$ cat src/rtl/run_detect_ctrl.sv
`default_nettype none
// =============================================================================
// Module      : run_detect_ctrl
// Description : Word-level controller that serialises each accepted word into a
//               run tracker and reports per-word run-of-RUN_LEN detections.
//               Optional macro RDC_MSB_FIRST_EN selects MSB-first serialisation.
// Revision    : 1.0 - initial release
// =============================================================================
module run_detect_ctrl #(
    parameter int WORD_W  = 8,
    parameter int RUN_LEN = 4,
    parameter int CNT_W   = 8
) (
    input  logic              clk,
    input  logic              rst_n,
    input  logic              clr,
    input  logic              in_valid,
    output logic              in_ready,
    input  logic [WORD_W-1:0] in_data,
    output logic              out_valid,
    input  logic              out_ready,
    output logic [CNT_W-1:0]  match_cnt,
    output logic              bit_o,
    output logic              z,
    output logic              busy
);
    localparam int IDX_W = (WORD_W > 1) ? $clog2(WORD_W) : 1;
    localparam int RUN_W = $clog2(RUN_LEN + 1);
    localparam logic [IDX_W-1:0] c_LAST_IDX = IDX_W'(WORD_W - 1);
    localparam logic [RUN_W-1:0] c_RUN_LEN  = RUN_W'(RUN_LEN);
    localparam logic [CNT_W-1:0] c_CNT_MAX  = '1;

    typedef enum logic [1:0] {
        ST_IDLE   = 2'd0,
        ST_SHIFT  = 2'd1,
        ST_REPORT = 2'd2
    } state_t;

    state_t            r_state;
    state_t            w_state_nxt;
    logic [WORD_W-1:0] r_data;
    logic [IDX_W-1:0]  r_bit_idx;
    logic [IDX_W-1:0]  w_sel;
    logic [RUN_W-1:0]  r_run_cnt;
    logic [RUN_W-1:0]  w_run_nxt;
    logic              r_last_bit;
    logic              r_hist_valid;
    logic [CNT_W-1:0]  r_word_cnt;
    logic [CNT_W-1:0]  w_word_cnt_nxt;
    logic [CNT_W-1:0]  r_match_cnt;
    logic              r_z;
    logic              w_bit;
    logic              w_shift;
    logic              w_accept;
    logic              w_detect;

    assign in_ready  = (r_state == ST_IDLE) && !clr;
    assign w_accept  = in_valid && in_ready;
    assign w_shift   = (r_state == ST_SHIFT);
    assign out_valid = (r_state == ST_REPORT);
    assign busy      = (r_state != ST_IDLE);
    assign match_cnt = r_match_cnt;
    assign z         = r_z;

`ifdef RDC_MSB_FIRST_EN
    assign w_sel = c_LAST_IDX - r_bit_idx;
`else
    assign w_sel = r_bit_idx;
`endif
    assign w_bit = r_data[w_sel];
    assign bit_o = w_shift ? w_bit : 1'b0;

    // Run length saturates at RUN_LEN so every further equal bit re-detects.
    always_comb begin
        w_run_nxt = RUN_W'(1);
        if (r_hist_valid && (w_bit == r_last_bit)) begin
            w_run_nxt = (r_run_cnt == c_RUN_LEN) ? r_run_cnt : r_run_cnt + 1'b1;
        end
    end

    assign w_detect       = w_shift && (w_run_nxt == c_RUN_LEN);
    assign w_word_cnt_nxt = (w_detect && (r_word_cnt != c_CNT_MAX)) ? r_word_cnt + 1'b1
                                                                    : r_word_cnt;

    always_ff @(posedge clk or negedge rst_n) begin
        if (!rst_n) begin
            r_state <= ST_IDLE;
        end else begin
            r_state <= w_state_nxt;
        end
    end

    always_comb begin
        w_state_nxt = r_state;
        case (r_state)
            ST_IDLE:   if (w_accept)                 w_state_nxt = ST_SHIFT;
            ST_SHIFT:  if (r_bit_idx == c_LAST_IDX)  w_state_nxt = ST_REPORT;
            ST_REPORT: if (out_ready)                w_state_nxt = ST_IDLE;
            default:                                 w_state_nxt = ST_IDLE;
        endcase
        if (clr) begin
            w_state_nxt = ST_IDLE;
        end
    end

    always_ff @(posedge clk or negedge rst_n) begin
        if (!rst_n) begin
            r_data       <= '0;
            r_bit_idx    <= '0;
            r_run_cnt    <= '0;
            r_last_bit   <= 1'b0;
            r_hist_valid <= 1'b0;
            r_word_cnt   <= '0;
            r_match_cnt  <= '0;
            r_z          <= 1'b0;
        end else if (clr) begin
            r_bit_idx    <= '0;
            r_run_cnt    <= '0;
            r_last_bit   <= 1'b0;
            r_hist_valid <= 1'b0;
            r_word_cnt   <= '0;
            r_match_cnt  <= '0;
            r_z          <= 1'b0;
        end else begin
            r_z <= w_detect;
            if (w_accept) begin
                r_data     <= in_data;
                r_bit_idx  <= '0;
                r_word_cnt <= '0;
            end else if (w_shift) begin
                r_run_cnt    <= w_run_nxt;
                r_last_bit   <= w_bit;
                r_hist_valid <= 1'b1;
                r_word_cnt   <= w_word_cnt_nxt;
                r_bit_idx    <= r_bit_idx + 1'b1;
                if (r_bit_idx == c_LAST_IDX) begin
                    r_match_cnt <= w_word_cnt_nxt;
                end
            end
        end
    end

endmodule
`default_nettype wire
$ cat config.mk
export PLATFORM = sky130hd
export DESIGN_NAME = run_detect_ctrl
export DESIGN_NICKNAME = d
export VERILOG_FILES = /design/src/rtl/run_detect_ctrl.sv
export SDC_FILE = /design/constraint.sdc
export NUM_CORES = 1
export LEC_CHECK = 0
export ABC_AREA = 1
export CORE_AREA = 4 4 66 68
export DETAILED_ROUTE_END_ITERATION = 8
export DIE_AREA = 0 0 70 72
export PLACE_DENSITY = 0.7
export SLEW_MARGIN = 20
export SYNTH_ARGS = -nofsm -noshare
export SYNTH_HDL_FRONTEND = slang
export SYNTH_SLANG_ARGS = --single-unit
$ cat constraint.sdc
create_clock -name clk -period 2.04 [get_ports clk]
set_input_delay 0.408 -clock clk [delete_from_list [all_inputs] [get_ports clk]]
set_output_delay 0.408 -clock clk [all_outputs]
set_load 0.02 [all_outputs]
==> flow_summary.ini, run 1 <==
[sta]
fmaxAchievable_mhz = 528
period_share_pct = 92.9
layout_min_cycle_time_ns = 1.90
hold_viol = 0
relSlewSlack_pct = 58.9
setup_viol = 0
fin_tns_setup_ns = 0
fin_skew_ns = 0.00352
rsz0062_at_grt = false
report.final.slew_viol_count = 0
fin_ws_ns = 0.145
tightest_slew_ns = 0.614

[clock_network]
cts_hold_buf = 0
clk_pin_slew_ns = 0.07
tritoncts = done
h-tree-depth = 2
clock_path_buffers = 2
clk_latency_ns = 0.29
cts-root-buf = clkbuf_8
cts.sinks = 35
cts_inserted_buffers = 5

[critical_path]
startpoint_type = register
startpoint = r_bit_idx[0]$_DFFE_PN0P_
end_kind = primary output
crit_required_ns = 1.63
crit-reg2reg-launch = r_bit_idx[0]$_DFFE_PN0P_
critPathKind = reg2out
arrival_ns = 1.49
reg2reg_depth = 12
cp_max_fo = 6

[die]
die_w_um = 70
initial_core_util_pct = 48.2
rows = 23
chipHeight_um = 72
ios = 26
die_area_mm2 = 0.00504
design.core.area_mm2 = 0.00386

[grt]
grt_use_total_pct = 16.4
grt_antenna_before_repair = 0
grt_overflow = 0
grt_pass1_wl_mm = 6.63
grt_max_degree = 36
grt_pass1_vias = 1506

[layout]
antenna_cells = 0
fin_nets = 283
final_common_cell = nand2_1
final_cell_mix = nand2_1 (56), inv_1 (34), dfrtp_1 (34)
drive_above_1_share_pct = 12.5
area_growth_pct = 23.7
instances_no_fill = 315
fillers = 383

[drt]
met1_length_mm = 1.74
ant_nets = 0
num_vias = 1584
maxUsedRoutingLayer = met4
drt_first_pass_iters = 4
wirelength_mm = 3.81
wl_per_cell_um = 12.1
wl_met3_um = 212
drcViolationCount = 0
drt_iter0_markers = 101
viasPerCell = 5.03
routed-wl-met2_mm = 1.79

[synthesis]
synthTopCellsByArea = dfrtp_1 (47%), nand2_1 (11%), nand3_1 (8.4%), inv_1 (6.9%), o21ai_0 (4.0%)
syn-cell-area_mm2 = 0.00186
synth_edf_count = 0
ys_async_sr_fraction_pct = 100
ys_types = 25
ys_ff_latch = 35
synth_top_area_share_pct = 47.1
yosysTopAreaCell = dfrtp_1
ys_seq_area_share_pct = 47.1
syn_nets = 247
ys_warn_count = 0
synth_cells = 229
synth_flop_cell = dfrtp_1
syn_area_per_cell_um2 = 8.11

[place]
pre_cts_ws_ns = -0.0154
post-place-cells = 307
gp_congestion = 0.855
port-buffer-count = 25
dp_hpwl_mm = 2.81

[power]
vdd_drop_max_v = 0.000392
p_leak_nw = 1.13
fin_total_pwr_mw = 1.53
power_density_mw_per_mm2 = 666

[hold_path]
hold_class = reg2reg
hold_path_depth = 2
hp-start = match_cnt[6]$_DFFE_PN0P_

[run_status]
outcome = complete, no violations

[flow_run]
drv_cap = 0
[worst paths after layout]
kind / end / slack (ns)
min in group asynchronous: match_cnt[3]$_DFFE_PN0P_ / 0.53
setup / recovery: bit_o / 0.14
setup reg to reg: match_cnt[2]$_DFFE_PN0P_ / 0.19
max in group asynchronous: r_bit_idx[0]$_DFFE_PN0P_ / 1.15
hold / removal: match_cnt[6]$_DFFE_PN0P_ / 0.48
hold reg to reg: match_cnt[6]$_DFFE_PN0P_ / 0.48
[metrics by stage]
step           utilization (%)  instance area (µm²)  hold slack (ns)
2_1_floorplan                -                 1860            0.112
3_3_place_gp              57.0                 2200            0.467
3_5_place_dp              57.0                 2200            0.471
4_1_cts                   59.2                 2280            0.488
5_1_grt                   59.6                 2300            0.508
6_report                  59.6                 2300            0.480
[routing by layer]
| metal | GRT usage (%) | vias up |
|---|---|---|
| met1 | 20.3 | 734 |
| met4 | 6.60 | 0 |
| met2 | 27.3 | 39 |
| met3 | 4.43 | 7 |
| met5 | 0 | - |
| li1 | - | 804 |
[power breakdown]
part	switching [mW]	internal [mW]	total, mW
Combinational	0.158	0.0953	0.253
Clock	0.250	0.265	0.515
Sequential	0.0242	0.740	0.764
Total	0.432	1.10	1.53
[synth_stat cells, types with 2 or more instances]
cell / instances
a21oi_1: 3
dfrtp_1: 35
ha_1: 5
inv_1: 34
nand2_1: 56
nand2_2: 9
nand2_4: 2
nand3_1: 31
nand3_2: 3
nor2_1: 13
nor3_1: 2
o21ai_0: 15
o21ai_1: 3
o22ai_1: 3
xor2_1: 5
[cell families after synthesis]
kind of cell             count (synthesis)  synth area share, %
buffers and inverters                   37                 7.68
adder cells (fa/ha/maj)                  5                 3.37
flip-flops                              35                 47.1
AND/OR/NAND/NOR                        121                 31.9
XOR/XNOR                                 6                 2.83
AO/OA/AOI/OAI                           25                 7.07
[critical path, cell delays in order, from the launching register on]
cell	delay, ns
dfrtp_2	0.44
inv_4	0.06
nand2_1	0.06
nand3_1	0.08
nand3_2	0.10
nand2_2	0.08
nor2_1	0.09
clkdlybuf4s15_1	0.30
[registers in the layout, indices dropped and copies added (netlist names)]
register      count
r_data            8
r_last_bit        1
r_state           2
r_run_cnt         3
r_bit_idx         3
match_cnt         8
r_word_cnt        8
z                 1
r_hist_valid      1
[area by class of cell]
class	instances	area [µm²]	area share [%]
clock buffer	6	82.6	3.59
inverter	35	134	5.82
tap	50	62.6	2.72
multi-input combinational	157	843	36.7
clock inverter	1	5.00	0.218
sequential	35	877	38.2
timing repair buffer	31	294	12.8
[repair_timing]
action,CTS,global route
hold endpoints to repair,0,0
setup buffers,0,1
endpoints found under the setup margin,2,17
pin swaps,0,1
gates resized for setup,2,5
Power figures use the tool's default switching activity.
==> inputs of run 2 (changes only) <==
--- a/config.mk
+++ b/config.mk
@@ -7,6 +7,7 @@
 export LEC_CHECK = 0
 export ABC_AREA = 1
 export CORE_AREA = 4 4 66 68
+export CTS_CLUSTER_DIAMETER = 100
 export DETAILED_ROUTE_END_ITERATION = 8
 export DIE_AREA = 0 0 70 72
 export PLACE_DENSITY = 0.7
==> results of run 2 <==
No change in the layout: final DEF, timing and power equal those of run 1.
==> edit: new RTL, config.mk and constraints of run 2 <==
Put one more register stage on the output `match_cnt`, cleared by the reset. The value now appears one clock later. The other outputs are not delayed to match.
--- a/src/rtl/run_detect_ctrl.sv
+++ b/src/rtl/run_detect_ctrl.sv
@@ -59,7 +59,13 @@
     assign w_shift   = (r_state == ST_SHIFT);
     assign out_valid = (r_state == ST_REPORT);
     assign busy      = (r_state != ST_IDLE);
-    assign match_cnt = r_match_cnt;
+    always_ff @(posedge clk or negedge rst_n) begin
+        if (!rst_n) begin
+            match_cnt <= '0;
+        end else begin
+            match_cnt <= r_match_cnt;
+        end
+    end
     assign z         = r_z;
 
 `ifdef RDC_MSB_FIRST_EN
Function: changed (Yosys sat finds a counterexample within 10 cycles, from zero or initial values and one cycle with rst_n low).
==> edit against run 2 <==
  * Sequential share of layout area rose by 3.7 points
  * Die area did not move
  * Clock skew barely moved
  * Hold slack got worse by 0.41 ns
  * Critical path type unchanged
  * Sequential power rose by 26%
  * Cell area rose by 12%
  * First-iteration DRC count rose by 30%
  * Worst setup slack got worse by 0.064 ns
  * Highest routed layer unchanged
  * Area after synthesis rose by 12%
  * Sequential cell count rose by 8
  * Total power rose by 41%
  * Routed wire length rose by 6.2%
==> edit: results (changes against run 2) <==
Synthesis
  • Net count of the mapped netlist: 263 (+6.5%)
  • XOR/XNOR share of the synthesized area: 1.261% (-1.6 points)
  • Post-synthesis adder-cell area fraction: 3.003% (-0.36 points)
  • Synth unique cells: 28 (+12%)
  • Ranking of synthesized cells by area: dfrtp_1 52%, nand2_1 10%, inv_1 6.1%
  • Sequential fraction of the synthesis area: 51.65% (+4.5 points)
  • Compound-Gate Fraction of Synth Area: 7.568% (+0.50 points)
  • Post-Syn Instances: 245 (+7.0%)
  • Post-synth top cells: 57 x nand2_1, 43 x dfrtp_1, 34 x inv_1, 21 x nor2_1, 16 x nand3_1

Critical path
  • R2R Path End: r_match_cnt[4]
  • FF-to-FF setup slack: 0.20 ns
  • Slowest stage delay, CP: 0.61 ns (+0.17 ns)
  • Crit path capture: out_valid
  • Cell family with most CP delay: buffers and inverters
  • Worst r2r path cells: 10 (-2)
  • Arr. time, crit path: 1.55 ns (+0.06 ns)
  • CP max-delay cell: clkdlybuf4s50_1
  • Reg2reg start: r_run_cnt[0]
  • Crit path max fanout: 4 (-2)
  • Crit path from: r_state[1]

Layout
  • Layout clock area frac: 5.148% (+1.3 points)
  • Fillers: 336 (-12%)
  • Share of cells above drive strength 1: 12.06% (-0.40 points)
  • NonClk Buf Share: 12.14% (-0.65 points)
  • CLK BUF: 6 (unchanged)
  • Layout Cells excl Fill: 332 (+5.4%)
  • Combined area of the multi-input logic cells: 844.6 µm² (+0.15%)
  • Signal buffers: 32 (+3.2%)
  • Seq area share: 41.82% (+3.7 points)
  • # nets final: 299 (+5.7%)
  • Multi-In Gates: 160 (+1.9%)
  • Inverters: 39 (+11%)

Power and ir drop
  • Overall Power: 0.002159 W (+41%)
  • Maximum VDD drop: 0.5997 mV (+53%)
  • LEAKAGE: 1.258 nW (+11%)
  • Logic power comb: 0.000420 W (+66%)
  • Cell Pwr Density: 838.2 nW/µm² (+26%)
  • Sw Share: 27.60% (-0.59 points)
  • Sequential power: 0.000965 W (+26%)

CTS
  • Clock tree sinks: 43 (+23%)

Placed design
  • Setup WS pre-CTS: -0.08814 ns (-0.07271 ns)
  • Dpl cell area: 2440 µm² (+11%)
  • Post-DP HPWL: 2946 µm (+4.9%)
  • RePlAce Congestion: 0.8812 (+3.1%)
  • Cells after DPL: 324 (+5.5%)

Drt
  • DR iter-0 viols: 131 (+30%)
  • Via count of the routed design: 1624 (+2.5%)
  • Drt wl/cell: 12.20 µm (+0.75%)

Global routing
  • First-pass GRT wire length: 7176 µm (+8.2%)
  • Largest net degree at the start of global routing: 44 (+22%)
  • Total GRT Usage: 18.42% (+2.1 points)
  • Vias in the first global route: 1544 (+2.5%)

Die
  • Tap Count: 50 (unchanged)

Timing
  • Rel. slew slack: 74.65% (+16 points)
  • Fmax: 510.3 MHz (-3.3%)
  • Setup Skew: 0.003420 ns (-0.0001037 ns)
  • Hold_ws: 0.07408 ns (-0.4061 ns)

Outcome
  • Status: finished, final reports clean
-- edit: changes by cell type in the layout (fill, tap and decap cells not counted), moves of 4 or more --
cell / change
o21ai_1: +4
xor2_1: -4
dfrtp_1: +8
nor2_1: +8
nand3_1: -15
a21oi_1: +7
o21ai_0: -5
nand4_1: +8
-- edit: repair_timing --
item / in CTS / in global routing
endpoints found under the setup margin: 2 / 3
gates resized for setup: 2 / 4
pin swaps: 0 / 0
-- edit: cells by family (layout without fill, tap and decap cells) --
family,count (synthesis),count (layout)
AND/OR/NAND/NOR,122,122
XOR/XNOR,3,3
buffers and inverters,42,79
flip-flops,43,43
AO/OA/AOI/OAI,30,30
adder cells (fa/ha/maj),5,5
-- edit: routing by layer --
metal	routed length (µm)	global-route usage [%]	part of all wire (%)	vias to the layer above
li1	-	-	-	858
met1	2060	26.16	51	729
met2	1746	27.07	43	32
met3	158	4.155	3.9	5
met4	83	8.511	2.0	0
met5	0	0	0	-
